<file path="src/rtl/mmio_tohost_port_if.sv">
// rtl/mmio_tohost_port_if.sv - host drain channel (valid/ready/data) between the tohost FIFO and its consumer
interface mmio_tohost_port_if;
    logic        host_valid;
    logic [31:0] host_data;
    logic        host_ready;

    modport master (
        output host_valid,
        output host_data,
        input  host_ready
    );

    modport slave (
        input  host_valid,
        input  host_data,
        output host_ready
    );
endinterface

</file>
<file path="src/rtl/mmio_tohost_port.sv">
// rtl/mmio_tohost_port.sv - MEM-stage tohost MMIO port: store decode, drain FIFO, sticky halt; macro MMIO_STATUS_READBACK_EN enables STATUS readback
module mmio_tohost_port #(
    parameter logic [31:0] TOHOST_ADDR = 32'h0000_1000,
    parameter logic [31:0] STATUS_ADDR = 32'h0000_1004,
    parameter int          FIFO_DEPTH  = 4
) (
    input  logic        clk,
    input  logic        reset,
    input  logic        mem_MemWrite,
    input  logic        mem_MemRead,
    input  logic [2:0]  mem_funct3,
    input  logic [31:0] mem_address,
    input  logic [31:0] mem_write_data,
    output logic        mmio_hit,
    output logic [31:0] mmio_read_data,
    output logic        mmio_stall,
    output logic        halt,
    output logic [30:0] exit_code,
    mmio_tohost_port_if.master host
);

    localparam int PTR_W = (FIFO_DEPTH > 1) ? $clog2(FIFO_DEPTH) : 1;
    localparam int CNT_W = PTR_W + 1;
    localparam logic [CNT_W-1:0] DEPTH_CNT = CNT_W'(FIFO_DEPTH);

    localparam logic [2:0] F3_SB = 3'b000;
    localparam logic [2:0] F3_SH = 3'b001;
    localparam logic [2:0] F3_SW = 3'b010;

    typedef enum logic {
        ST_RUN    = 1'b0,
        ST_HALTED = 1'b1
    } state_t;

    state_t            state_q,     state_d;
    logic              halt_q,      halt_d;
    logic [30:0]       exit_code_q, exit_code_d;
    logic [PTR_W-1:0]  rd_ptr_q,    rd_ptr_d;
    logic [PTR_W-1:0]  wr_ptr_q,    wr_ptr_d;
    logic [CNT_W-1:0]  count_q,     count_d;
    logic [31:0]       fifo_mem_q [FIFO_DEPTH];

    logic        hit_tohost;
    logic        hit_status;
    logic        tohost_store;
    logic        halt_req;
    logic        push_req;
    logic        push_ok;
    logic        push;
    logic        pop;
    logic        full;
    logic        empty;
    logic [31:0] push_word;

    assign hit_tohost   = (mem_address == TOHOST_ADDR);
    assign hit_status   = (mem_address == STATUS_ADDR);
    assign mmio_hit     = (hit_tohost | hit_status) & (mem_MemWrite | mem_MemRead);

    // Only stores in RUN do anything; once halted the port is inert apart from draining.
    assign tohost_store = mem_MemWrite & hit_tohost & (state_q == ST_RUN);
    assign full         = (count_q == DEPTH_CNT);
    assign empty        = (count_q == '0);
    assign pop          = host.host_valid & host.host_ready;
    // A pop in the same cycle frees the slot the push needs, so a full FIFO can still accept.
    assign push_ok      = ~full | pop;
    assign mmio_stall   = push_req & ~push_ok;
    assign push         = push_req & push_ok;

    // Classify the TOHOST store: exit word, pushable word, or ignored size.
    always_comb begin
        halt_req  = 1'b0;
        push_req  = 1'b0;
        push_word = 32'h0;
        if (tohost_store) begin
            case (mem_funct3)
                F3_SB: begin
                    push_req  = 1'b1;
                    push_word = {24'h0, mem_write_data[7:0]};
                end
                F3_SH: begin
                    push_req  = 1'b1;
                    push_word = {16'h0, mem_write_data[15:0]};
                end
                F3_SW: begin
                    if (mem_write_data[0]) begin
                        halt_req = 1'b1;
                    end else begin
                        push_req  = 1'b1;
                        push_word = mem_write_data;
                    end
                end
                default: ;
            endcase
        end
    end

    // Next-state for the run/halt FSM and the FIFO bookkeeping.
    always_comb begin
        state_d     = state_q;
        halt_d      = halt_q;
        exit_code_d = exit_code_q;
        rd_ptr_d    = rd_ptr_q;
        wr_ptr_d    = wr_ptr_q;
        count_d     = count_q;
        if (halt_req) begin
            state_d     = ST_HALTED;
            halt_d      = 1'b1;
            exit_code_d = mem_write_data[31:1];
        end
        if (push) begin
            wr_ptr_d = wr_ptr_q + PTR_W'(1);
        end
        if (pop) begin
            rd_ptr_d = rd_ptr_q + PTR_W'(1);
        end
        case ({push, pop})
            2'b10:   count_d = count_q + CNT_W'(1);
            2'b01:   count_d = count_q - CNT_W'(1);
            default: count_d = count_q;
        endcase
    end

    // Control state; reset discards queued entries by clearing pointers and count.
    always_ff @(posedge clk or posedge reset) begin
        if (reset) begin
            state_q     <= ST_RUN;
            halt_q      <= 1'b0;
            exit_code_q <= 31'h0;
            rd_ptr_q    <= '0;
            wr_ptr_q    <= '0;
            count_q     <= '0;
        end else begin
            state_q     <= state_d;
            halt_q      <= halt_d;
            exit_code_q <= exit_code_d;
            rd_ptr_q    <= rd_ptr_d;
            wr_ptr_q    <= wr_ptr_d;
            count_q     <= count_d;
        end
    end

    // FIFO storage is data-only and needs no reset; count gates visibility.
    always_ff @(posedge clk) begin
        if (push) begin
            fifo_mem_q[wr_ptr_q] <= push_word;
        end
    end

    assign host.host_valid = ~empty;
    assign host.host_data  = empty ? 32'h0 : fifo_mem_q[rd_ptr_q];
    assign halt            = halt_q;
    assign exit_code       = exit_code_q;

`ifdef MMIO_STATUS_READBACK_EN
    logic [31:0] status_word;
    assign status_word    = {16'h0, 13'(count_q), halt_q, full, empty};
    assign mmio_read_data = (mem_MemRead & hit_status) ? status_word : 32'h0;
`else
    assign mmio_read_data = 32'h0;
`endif

endmodule

</file>
<file path="src/flat_wrapper.sv">
// flat-port wrapper written by rule: the top's interface ports become plain ports
module mmio_tohost_port_flat 
#(
    parameter logic [31:0] TOHOST_ADDR = 32'h0000_1000,
    parameter logic [31:0] STATUS_ADDR = 32'h0000_1004,
    parameter int          FIFO_DEPTH  = 4
)
  (clk, reset, mem_MemWrite, mem_MemRead, mem_funct3, mem_address, mem_write_data, mmio_hit, mmio_read_data, mmio_stall, halt, exit_code, host_host_valid, host_host_data, host_host_ready);
  mmio_tohost_port_if host_i ();
  input  logic clk;
  input  logic reset;
  input  logic mem_MemWrite;
  input  logic mem_MemRead;
  input  logic [2:0] mem_funct3;
  input  logic [31:0] mem_address;
  input  logic [31:0] mem_write_data;
  output logic mmio_hit;
  output logic [31:0] mmio_read_data;
  output logic mmio_stall;
  output logic halt;
  output logic [30:0] exit_code;
  output wire logic [$bits(host_i.host_valid)-1:0] host_host_valid;
  output wire logic [$bits(host_i.host_data)-1:0] host_host_data;
  input wire logic [$bits(host_i.host_ready)-1:0] host_host_ready;
  assign host_host_valid = host_i.host_valid;
  assign host_host_data = host_i.host_data;
  assign host_i.host_ready = host_host_ready;
  mmio_tohost_port #(.TOHOST_ADDR(TOHOST_ADDR), .STATUS_ADDR(STATUS_ADDR), .FIFO_DEPTH(FIFO_DEPTH)) u_core (.clk(clk), .reset(reset), .mem_MemWrite(mem_MemWrite), .mem_MemRead(mem_MemRead), .mem_funct3(mem_funct3), .mem_address(mem_address), .mem_write_data(mem_write_data), .mmio_hit(mmio_hit), .mmio_read_data(mmio_read_data), .mmio_stall(mmio_stall), .halt(halt), .exit_code(exit_code), .host(host_i));
endmodule
</file>
<file path="config.mk">
export PLATFORM = sky130hd
export DESIGN_NAME = mmio_tohost_port_flat
export DESIGN_NICKNAME = d
export VERILOG_FILES = /design/src/rtl/mmio_tohost_port_if.sv /design/src/rtl/mmio_tohost_port.sv /design/src/flat_wrapper.sv
export SDC_FILE = /design/constraint.sdc
export NUM_CORES = 1
export LEC_CHECK = 0
export BUFFER_PORTS_ARGS = -buffer_cell sky130_fd_sc_hd__buf_4
export CORE_UTILIZATION = 40
export CTS_CLUSTER_SIZE = 16
export DETAILED_ROUTE_END_ITERATION = 16
export PLACE_DENSITY = 0.7
export SYNTH_ARGS = -nofsm -noshare
export SYNTH_HDL_FRONTEND = slang
export SYNTH_SLANG_ARGS = --single-unit
</file>
<file path="constraint.sdc">
create_clock -name clk -period 3.1 [get_ports clk]
set_input_delay 0.465 -clock clk [delete_from_list [all_inputs] [get_ports clk]]
set_output_delay 0.465 -clock clk [all_outputs]
set_load 0.005 [all_outputs]
</file>
==> impl_results.md, run 1 <==
- Peak VDD IR: roughly 0.5 mV
- Least-Margin Pin Slew: around 900 ps
- Library cells used by synthesis: 42
- Largest net degree at the start of global routing: 40
- First-pass GRT wire length: around 22,000 um
- Synth Register Bits: about 170
- WL/cell: 17.8 um
- IO Port Bufs: 138
- Leading post-synthesis cells by cell area: edfxtp_1 (53%), dfrtp_1 (13%), mux4_2 (9.9%)
- Most area-hungry cell type in the Yosys netlist: edfxtp_1
- 1st-iter DRT viols: between 150 and 200
- DR vias/cell: 4.94
- CTS Buf Count: 17
- Reg clk slew, reported paths: ~60 ps
- Worst Path Max Fanout: 23
- CP max stage delay: roughly 660 ps
- CTS resizes: 0
- Ys Warns: 0
- Number of inserted diodes: 0
- DRT Wirelength: around 14,000 um
- Layout cells sized above 1: between 40% and 50%
- Setup Crit Path Kind: flop to primary output
- Most common cell in the netlist: edfxtp_1
- Leak: about 0.0036 uW
- Status: finished, final reports clean
- Gr usage total: between 10% and 20%
- Final std cells w/o fill: around 810
- Clk sinks: around 170
- Crit end category: primary output
- Die Area: between 15,000 and 20,000 um2
- # Post-CTS Setup Buffers: 0
- Max Fclk: 373 MHz
- Clk Latency, worst-skew pair: 420 ps
- Detailed placement HPWL: ~9600 um
- First-pass detailed-route iteration total: 4
- Root Driver: clkbuf_16
- RSZ-0062 raised after global routing: false
- Clock Skews: approximately 9.0 ps
- Clock Path Buffers: 2
- Arr. time, crit path: approximately 2200 ps
- Post-route ant nets: 0
- Min Hold Slack: about 260 ps
- Pwr Density: a little over 700 nW/um2
- Vias: ~4,000
- Worst Path Required: 2630 ps
- MaxCap Viol Count: 0
- Pins over their slew limit: 0
- Die Height: 137 um
- Top cells by count, synth: edfxtp_1 (128), and2_1 (65), dfrtp_1 (39)
- Antenna violations before repair: 0
- Min Tclk post-route: between 2000 and 3000 ps
- Post-Syn Area: 7280 um2
- Site row count: 48
- Hold buffer count at cts: 0
- Tcrit/Tclk final: just under 90%
- Fillcell total: ~1,400
- Setup violators final: 0
- GPL Wtd Cong: between 0.7 and 0.8
- CTS tree: built
- Horiz. Die Dim: approximately 140 um
- Vias in the first global route: 4,224
- Placed Cells: 775
- I/O pins: ~170
- Hold Fails Final Rpt: 0
- Total gr overflow: 0
- P&R area growth vs syn: 25.2%
- Async set or reset register ratio after synthesis: 23.4%
- Initial Util: around two fifths
- Slew margin rel.: between 30% and 40%
- Sum Neg Setup Slack: 0 ps
- Slowest cell on crit path: dfrtp_2
- Pwr Total: between 6000 and 7000 uW
- Gate Count Post-Synth: 418
- Core ar.: approximately 18,000 um2
- Top cell type's share of synthesized area: a little over half
- Cells along the critical path: buf_12 -> mux4_2 -> and2_1 -> buf_4
- H-tree depth: 4
- Hold WC Path Type: primary input to async pin
- Post-synthesis sequential area ratio: 66.2%
- EDFF count, synth: between 100 and 150
- DR DRC count: 0
- Synth Area per Inst: 17.4 um2
- CP Launch Type: flop
- Final nets: 646
- Top FF cell, synth: edfxtp_1
==> state kept, by name, summed over array words and instances, names as in the netlist <==
signal,flops
u_core.rd_ptr_q,2
u_core.fifo_mem_q,128
u_core.count_q,3
u_core.exit_code,31
u_core.wr_ptr_q,2
u_core.halt,1
==> stage by stage <==
step / util (%) / setup slack, ps / instance area [um2]
floorplan: - / 160 / 7400
global placement: 48.7 / 369 / 8540
detailed placement: 48.7 / 268 / 8540
CTS: 52.0 / 335 / 9110
global route: 52.0 / 279 / 9110
finish: 52.0 / 421 / 9110
==> cells in the final DEF, fill, tap and decap left out, types with 2 or more instances in the layout <==
master / instances
clkbuf_1: 3
mux4_2: 32
clkinv_1: 2
inv_6: 3
nand2_1: 3
dfrtp_1: 37
nand3b_1: 2
nor3_1: 2
dfrtp_2: 2
a21oi_1: 2
mux2_4: 29
and2_1: 65
edfxtp_1: 128
nor2_1: 8
nand2b_1: 4
buf_4: 146
mux2i_1: 3
nor2b_1: 3
conb_1: 32
nor4_4: 2
xnor2_1: 3
nand4_1: 3
inv_1: 3
bufinv_16: 2
o21ai_0: 3
and3_2: 4
mux2_2: 2
buf_12: 5
clkinv_4: 2
clkbuf_16: 17
nor4_1: 6
nand3_1: 3
ha_1: 4
==> per-layer routing <==
layer	GRT usage [%]	part of all wire, %
met3	3.44	4.8
met4	7.26	1.7
met5	0	0
met1	18.6	40
met2	28.7	54
==> cell type report <==
class / instances / area, um2 / area share (%)
Multi-Input combinational cell: 228 / 2230 / 24.5
Tap cell: 225 / 282 / 3.09
Timing Repair Buffer: 151 / 1200 / 13.1
Clock buffer: 21 / 450 / 4.94
Sequential cell: 167 / 4820 / 52.9
Inverter: 4 / 15.0 / 0.165
Clock inverter: 10 / 119 / 1.30
==> worst paths after layout <==
check	to	cells past startpoint	slack [ps]	startpoint
worst max-delay path	host_host_data[21]	4	420	u_core.rd_ptr_q[0]
worst min-delay path	u_core.exit_code[23]	2	260	reset
worst max register to register	u_core.count_q[1]	9	730	u_core.count_q[0]
worst min register to register	u_core.halt	1	500	u_core.halt
max in group asynchronous	u_core.rd_ptr_q[1]	2	2200	reset
min in group clk	u_core.exit_code[23]	2	290	mem_write_data[24]
==> power by group <==
part           switching (uW)  total (uW)  internal [uW]
logic                     664        1780           1120
registers                 183        2600           2420
clock network             828        2040           1210
==> kinds of logic (layout without fill, tap and decap cells) <==
family          after synthesis  count (layout)  synth area share, %
flops                       167             167                 66.2
simple gates                112             112                 10.1
mux                          66              66                 16.6
buf+inv                      54             186                 4.86
compound gates               10              10                0.877
fa+ha+maj                     5               5                0.962
xor+xnor                      3               3                0.361
other cells                   1              32               0.0515
==> worst max-delay path: cells and delay by family (launching register included) <==
family,cells,cell delay (ps)
muxes,1,530
and+or+nand+nor,1,180
DFF,1,660
buffers and inverters,2,420
Power figures use the tool's default switching activity.
==> run 2: changes to the inputs <==
- ABC_AREA: not set -> 1
- CORE_ASPECT_RATIO: not set -> 2
==> run 2 against run 1 <==
Compared with the run above: non-clock buffer count is 2 higher; largest cell class unchanged; critical path type unchanged; fmax is 0.93% higher; final cell count is 29% higher; sequential cell count stayed put; global-route usage is 3.0 points higher; highest routed layer unchanged; total power is 2.4% higher; register-to-register slack hardly changed; via count is 29% higher; clock skew is 3.7 ps higher; clock-buffer cell count is 2 lower.
==> impl_results.md, run 2 <==
- Status: finished, final reports clean
- Flop pwr share: a little under two fifths
- Site row count: 68
- Worst Path Max Fanout: 66
- Crit end category: primary output
- Clk Latency, worst-skew pair: ~430 ps
- Hold buffer count at cts: 0
- Power share of the combinational group: a little under a third
- CTS tree: built
- Library cells used by synthesis: 29
- I/O pins: approximately 170
- GR peak layer: met2
- Initial Util: approximately two fifths
- Internal Power: between 4000 and 5000 uW
- Peak VDD IR: between 0.3 and 0.4 mV
- Max FFs per register: roughly 130
- Gate Count Post-Synth: just under 700
- First-pass GRT wire length: approximately 27,000 um
- Tcrit/Tclk final: between 80 and 90%
- H-tree depth: 4
- Most area-hungry cell type in the Yosys netlist: edfxtp_1
- Met1 usage: 20.2%
- Synth Register Bits: between 150 and 200
- Switching Share: about a third
- Final nets: between 800 and 900
- GPL Wtd Cong: 0.758
- Gr usage total: about a fifth
- Vias: between 5,000 and 6,000
- Pins over their slew limit: 0
- CTS Buf Count: 17
- Clk sinks: around 170
- CTS resizes: 0
- Met3 Use GR: just under 3%
- MaxCap Viol Count: 0
- Top cells by count, synth: nor2_1 (160), edfxtp_1 (128), o21ai_0 (88)
- Biggest register: u_core.fifo_mem_q
- Leak: between 0.004 and 0.005 uW
- Largest net degree at the start of global routing: 67
- Post-place instance area: 8380 um2
- Layout cells sized above 1: 23.9%
- Die Height: 191 um
- Clock Path Buffers: 2
- Clock Skews: roughly 13 ps
- Power share of the clock group: 31.6%
- P&R area growth vs syn: 24.9%
- Top FF cell, synth: edfxtp_1
- Setup Crit Path Kind: flop to primary output
- Most frequent cells in the layout: nor2_1 (156), buf_4 (152), edfxtp_1 (128)
- Top cell type's share of synthesized area: a little over half
- Worst Path Required: ~2600 ps
- Switching Power: ~2200 uW
- Pwr Density: between 700 and 800 nW/um2
- Max Fclk: ~380 MHz
- Antenna violations before repair: 0
- Total gr overflow: 0
- Setup violators final: 0
- WL/cell: 16.4 um
- DR vias/cell: between 4 and 5
- EDFF count, synth: between 100 and 150
- IO Port Bufs: 138
- Arr. time, crit path: 2190 ps
- CP Launch Type: flop
- Reg clk slew, reported paths: around 70 ps
- Post-route cell area: ~9000 um2
- Ys Warns: 0
- Synth Area per Inst: roughly 11 um2
- DR DRC count: 0
- Post-Syn Area: 7170 um2
- Routing usage on met2: ~37%
- Root Driver: clkbuf_16
- RSZ-0062 raised after global routing: false
- Hold Fails Final Rpt: 0
- Min Tclk post-route: roughly 2700 ps
- Horiz. Die Dim: ~97 um
- Vias in the first global route: approximately 5,300
- Core ar.: approximately 17,000 um2
- Fillcell total: about 1,500
- Post-synthesis sequential area ratio: 67.2%
- Post-route ant nets: 0
- Most common cell in the netlist: nor2_1
- First-pass detailed-route iteration total: 5
- Most common cell after layout, fill and taps aside: nor2_1
- Async set or reset register ratio after synthesis: between 20% and 30%
- Number of inserted diodes: 0
- Least-Margin Pin Slew: about 990 ps
- # Post-CTS Setup Buffers: 0
- Die Area: 18,500 um2
- Detailed placement HPWL: 11,400 um
- Slew margin rel.: between 30 and 40%
- Min Hold Slack: approximately 280 ps
- Hold WC Path Type: primary input to async pin
- Leading post-synthesis cells by cell area: edfxtp_1 (54%), dfrtp_1 (14%), nor2_1 (8.4%)
- Sum Neg Setup Slack: 0 ps
- DRT Wirelength: 17,000 um
- 1st-iter DRT viols: 332
-- run 2: metal layers --
layer	vias up	part of all wire [%]
li1	2492	-
met2	159	58
met1	2436	36
met3	29	3.6
met4	0	2.5
met5	-	0
-- run 2: per-stage QoR --
| step | cells | setup WS [ps] | total power [uW] | utilization [%] |
|---|---|---|---|---|
| 5_1_grt | 1038 | 324 | 6940 | 51.6 |
| 2_1_floorplan | 707 | 69.7 | 3690 | - |
| 3_3_place_gp | 1006 | 563 | 4550 | 48.3 |
| 6_report | 1038 | 446 | 6570 | 51.6 |
| 3_5_place_dp | 1006 | 476 | 4580 | 48.3 |
| 4_1_cts | 1038 | 415 | 6640 | 51.6 |
-- run 2: final timing paths --
| kind | startpoint | to | slack, ps | cells after the start |
|---|---|---|---|---|
| max | u_core.rd_ptr_q[0] | host_host_data[8] | 450 | 6 |
| max reg2reg | u_core.halt | u_core.fifo_mem_q[1][19] | 730 | 6 |
| max in group asynchronous | reset | u_core.rd_ptr_q[0] | 2150 | 2 |
| min reg2reg | u_core.exit_code[10] | u_core.exit_code[10] | 490 | 2 |
| min | reset | u_core.exit_code[30] | 280 | 2 |
| min in group clk | mem_write_data[14] | u_core.exit_code[13] | 310 | 3 |
-- run 2: cell type report --
| type | instances | area, um2 | share of cell area [%] |
|---|---|---|---|
| clock inverters | 13 | 135 | 1.51 |
| inverters | 52 | 195 | 2.18 |
| repair buffers | 153 | 1160 | 13.0 |
| clock buffers | 19 | 443 | 4.95 |
| multi-input cells | 424 | 1940 | 21.6 |
| well taps | 210 | 263 | 2.93 |
| flip-flops and latches | 167 | 4820 | 53.8 |
-- run 2: worst max-delay path, stage by stage (launching register included) --
cell and delay [ps]:
dfrtp_2 370, buf_4 560, nor2_1 110, nor2_1 100
o21ai_0 80, a21oi_1 360, buf_4 180
-- run 2: cell families after synthesis --
kind of cell,synth area share [%]
adder cells (fa/ha/maj),0.978
buffers and inverters,7.79
flip-flops,67.2
XOR/XNOR,0.367
other,0.0523
AND/OR/NAND/NOR,14.3
AO/OA/AOI/OAI,9.23
-- run 2: power by group through the flow --
stage	Clock, uW	Sequential (uW)	Combinational (uW)
floorplan	0	2490	1210
global route	2190	2450	2300
detailed placement	0	2500	2080
global placement	0	2490	2060
CTS	2100	2450	2090
finish	2070	2450	2040
==> run 3: changes to the inputs <==
- REMOVE_ABC_BUFFERS: not set -> 1
==> run 3 against run 2 <==
Compared with the run above: sequential share of layout area down 0.13 points; die area is the same; wire length down 4.0%; highest routed layer unchanged; clock-buffer cell count is 1 lower; critical path depth unchanged.
==> impl_results.md, run 3 (synthesized netlist as in run 2, its figures left out) <==
- Largest net degree at the start of global routing: between 60 and 70
- Vias in the first global route: between 4,000 and 5,000
- Flop pwr share: a little under two fifths
- DR DRC count: 0
- First-pass detailed-route iteration total: 4
- CP Launch Type: flop
- MaxCap Viol Count: 0
- Least-Margin Pin Slew: slightly below 1000 ps
- CTS Buf Count: 17
- Final core occ: approximately half
- H-tree depth: 4
- Switching Power: about 2200 uW
- Sum Neg Setup Slack: 0 ps
- Switching Share: between 30 and 40%
- Most common cell after layout, fill and taps aside: nor2_1
- Met1 usage: between 10% and 20%
- Antenna violations before repair: 0
- DR vias/cell: roughly 4.9
- GR peak layer: met2
- Clk sinks: between 150 and 200
- Worst Path Required: 2630 ps
- GPL Wtd Cong: 0.775
- Max Fclk: ~390 MHz
- Pins over their slew limit: 0
- Root Driver: clkbuf_16
- CTS tree: built
- P&R area growth vs syn: 25.2%
- Max FFs per register: approximately 130
- Gr usage total: 17.9%
- Arr. time, crit path: 2100 ps
- Clk Latency, worst-skew pair: 420 ps
- Horiz. Die Dim: ~97 um
- Leak: approximately 0.004 uW
- Fillcell total: 1,540
- Core ar.: 17,400 um2
- Die Height: approximately 190 um
- CTS resizes: 0
- WL/cell: between 15 and 20 um
- First-pass GRT wire length: 25,200 um
- Most frequent cells in the layout: nor2_1 (156), buf_4 (154), edfxtp_1 (128)
- Hold Fails Final Rpt: 0
- Clock Path Buffers: 2
- Clock Skews: 6.00 ps
- IO Port Bufs: between 100 and 150
- Power share of the clock group: between 30% and 40%
- Power share of the combinational group: a little under a third
- # Post-CTS Setup Buffers: 0
- Hold WC Path Type: primary input to async pin
- Tcrit/Tclk final: 82.8%
- Min Hold Slack: between 200 and 250 ps
- R2R Setup Slk: around 770 ps
- Status: finished, final reports clean
- Site row count: 68
- DRT Wirelength: approximately 16,000 um
- Worst Path Max Fanout: 66
- Met3 Use GR: 2.96%
- Initial Util: between 40% and 50%
- Pwr Density: around 730 nW/um2
- 1st-iter DRT viols: roughly 270
- Post-place instance area: between 8000 and 9000 um2
- Reg clk slew, reported paths: roughly 70 ps
- Die Area: between 15,000 and 20,000 um2
- Min Tclk post-route: 2570 ps
- Post-route ant nets: 0
- Vias: a little over 5,000
- Detailed placement HPWL: approximately 11,000 um
- Number of inserted diodes: 0
- Slew margin rel.: 35.8%
- I/O pins: 171
- Peak VDD IR: 0.444 mV
- Hold buffer count at cts: 0
- Post-route cell area: between 8000 and 9000 um2
- Layout cells sized above 1: between 20% and 30%
- Final nets: around 900
- Crit end category: primary output
- Setup Crit Path Kind: flop to primary output
- Total gr overflow: 0
- Setup violators final: 0
- RSZ-0062 raised after global routing: false
- Internal Power: ~4400 uW
- Routing usage on met2: about a third
- Biggest register: u_core.fifo_mem_q
## run 3: power by group through the flow
stage	Clock, uW	Combinational, uW	Sequential, uW
after floorplan	0	986	2610
after global placement	0	2080	2490
after detailed placement	0	2100	2490
after CTS	2030	2110	2450
after global routing	2120	2310	2450
final	2000	2070	2450
## run 3: final timing paths
path                                                  to                 start  cells after the start
worst max-delay path                  host_host_data[20]    u_core.rd_ptr_q[0]                      6
worst min-delay path                u_core.exit_code[17]                 reset                      2
worst max register to register  u_core.fifo_mem_q[2][12]           u_core.halt                      6
worst min register to register      u_core.exit_code[13]  u_core.exit_code[13]                      2
max in group asynchronous             u_core.rd_ptr_q[0]                 reset                      2
min in group clk                     u_core.exit_code[2]     mem_write_data[3]                      3
## run 3: final cells by class
type | count | area (um2) | share of cell area, %
sequential | 167 | 4820 | 53.7
multi-input combinational | 424 | 1940 | 21.6
timing repair buffer | 156 | 1200 | 13.3
clock buffer | 18 | 429 | 4.78
tap | 210 | 263 | 2.93
inverter | 52 | 195 | 2.17
clock inverter | 14 | 135 | 1.51
## run 3: critical path: stages (launching register included)
cell	delay, ps
dfrtp_2	360
buf_4	550
nor2_1	130
nor2_1	100
o21ai_0	90
a21oi_1	270
buf_4	170
## run 3: metal layers
metal  up-vias  share of wire, %
li1       2493                 -
met1      2415                36
met2       180                57
met3        22               4.3
met4         0               2.5
met5         -                 0
## run 3: metrics by stage
stage | setup WS (ps) | total power, uW | instances
finish | 532 | 6520 | 1041
CTS | 461 | 6590 | 1041
global placement | 459 | 4570 | 1009
floorplan | 30.0 | 3600 | 643
global route | 336 | 6880 | 1041
detailed placement | 414 | 4600 | 1009
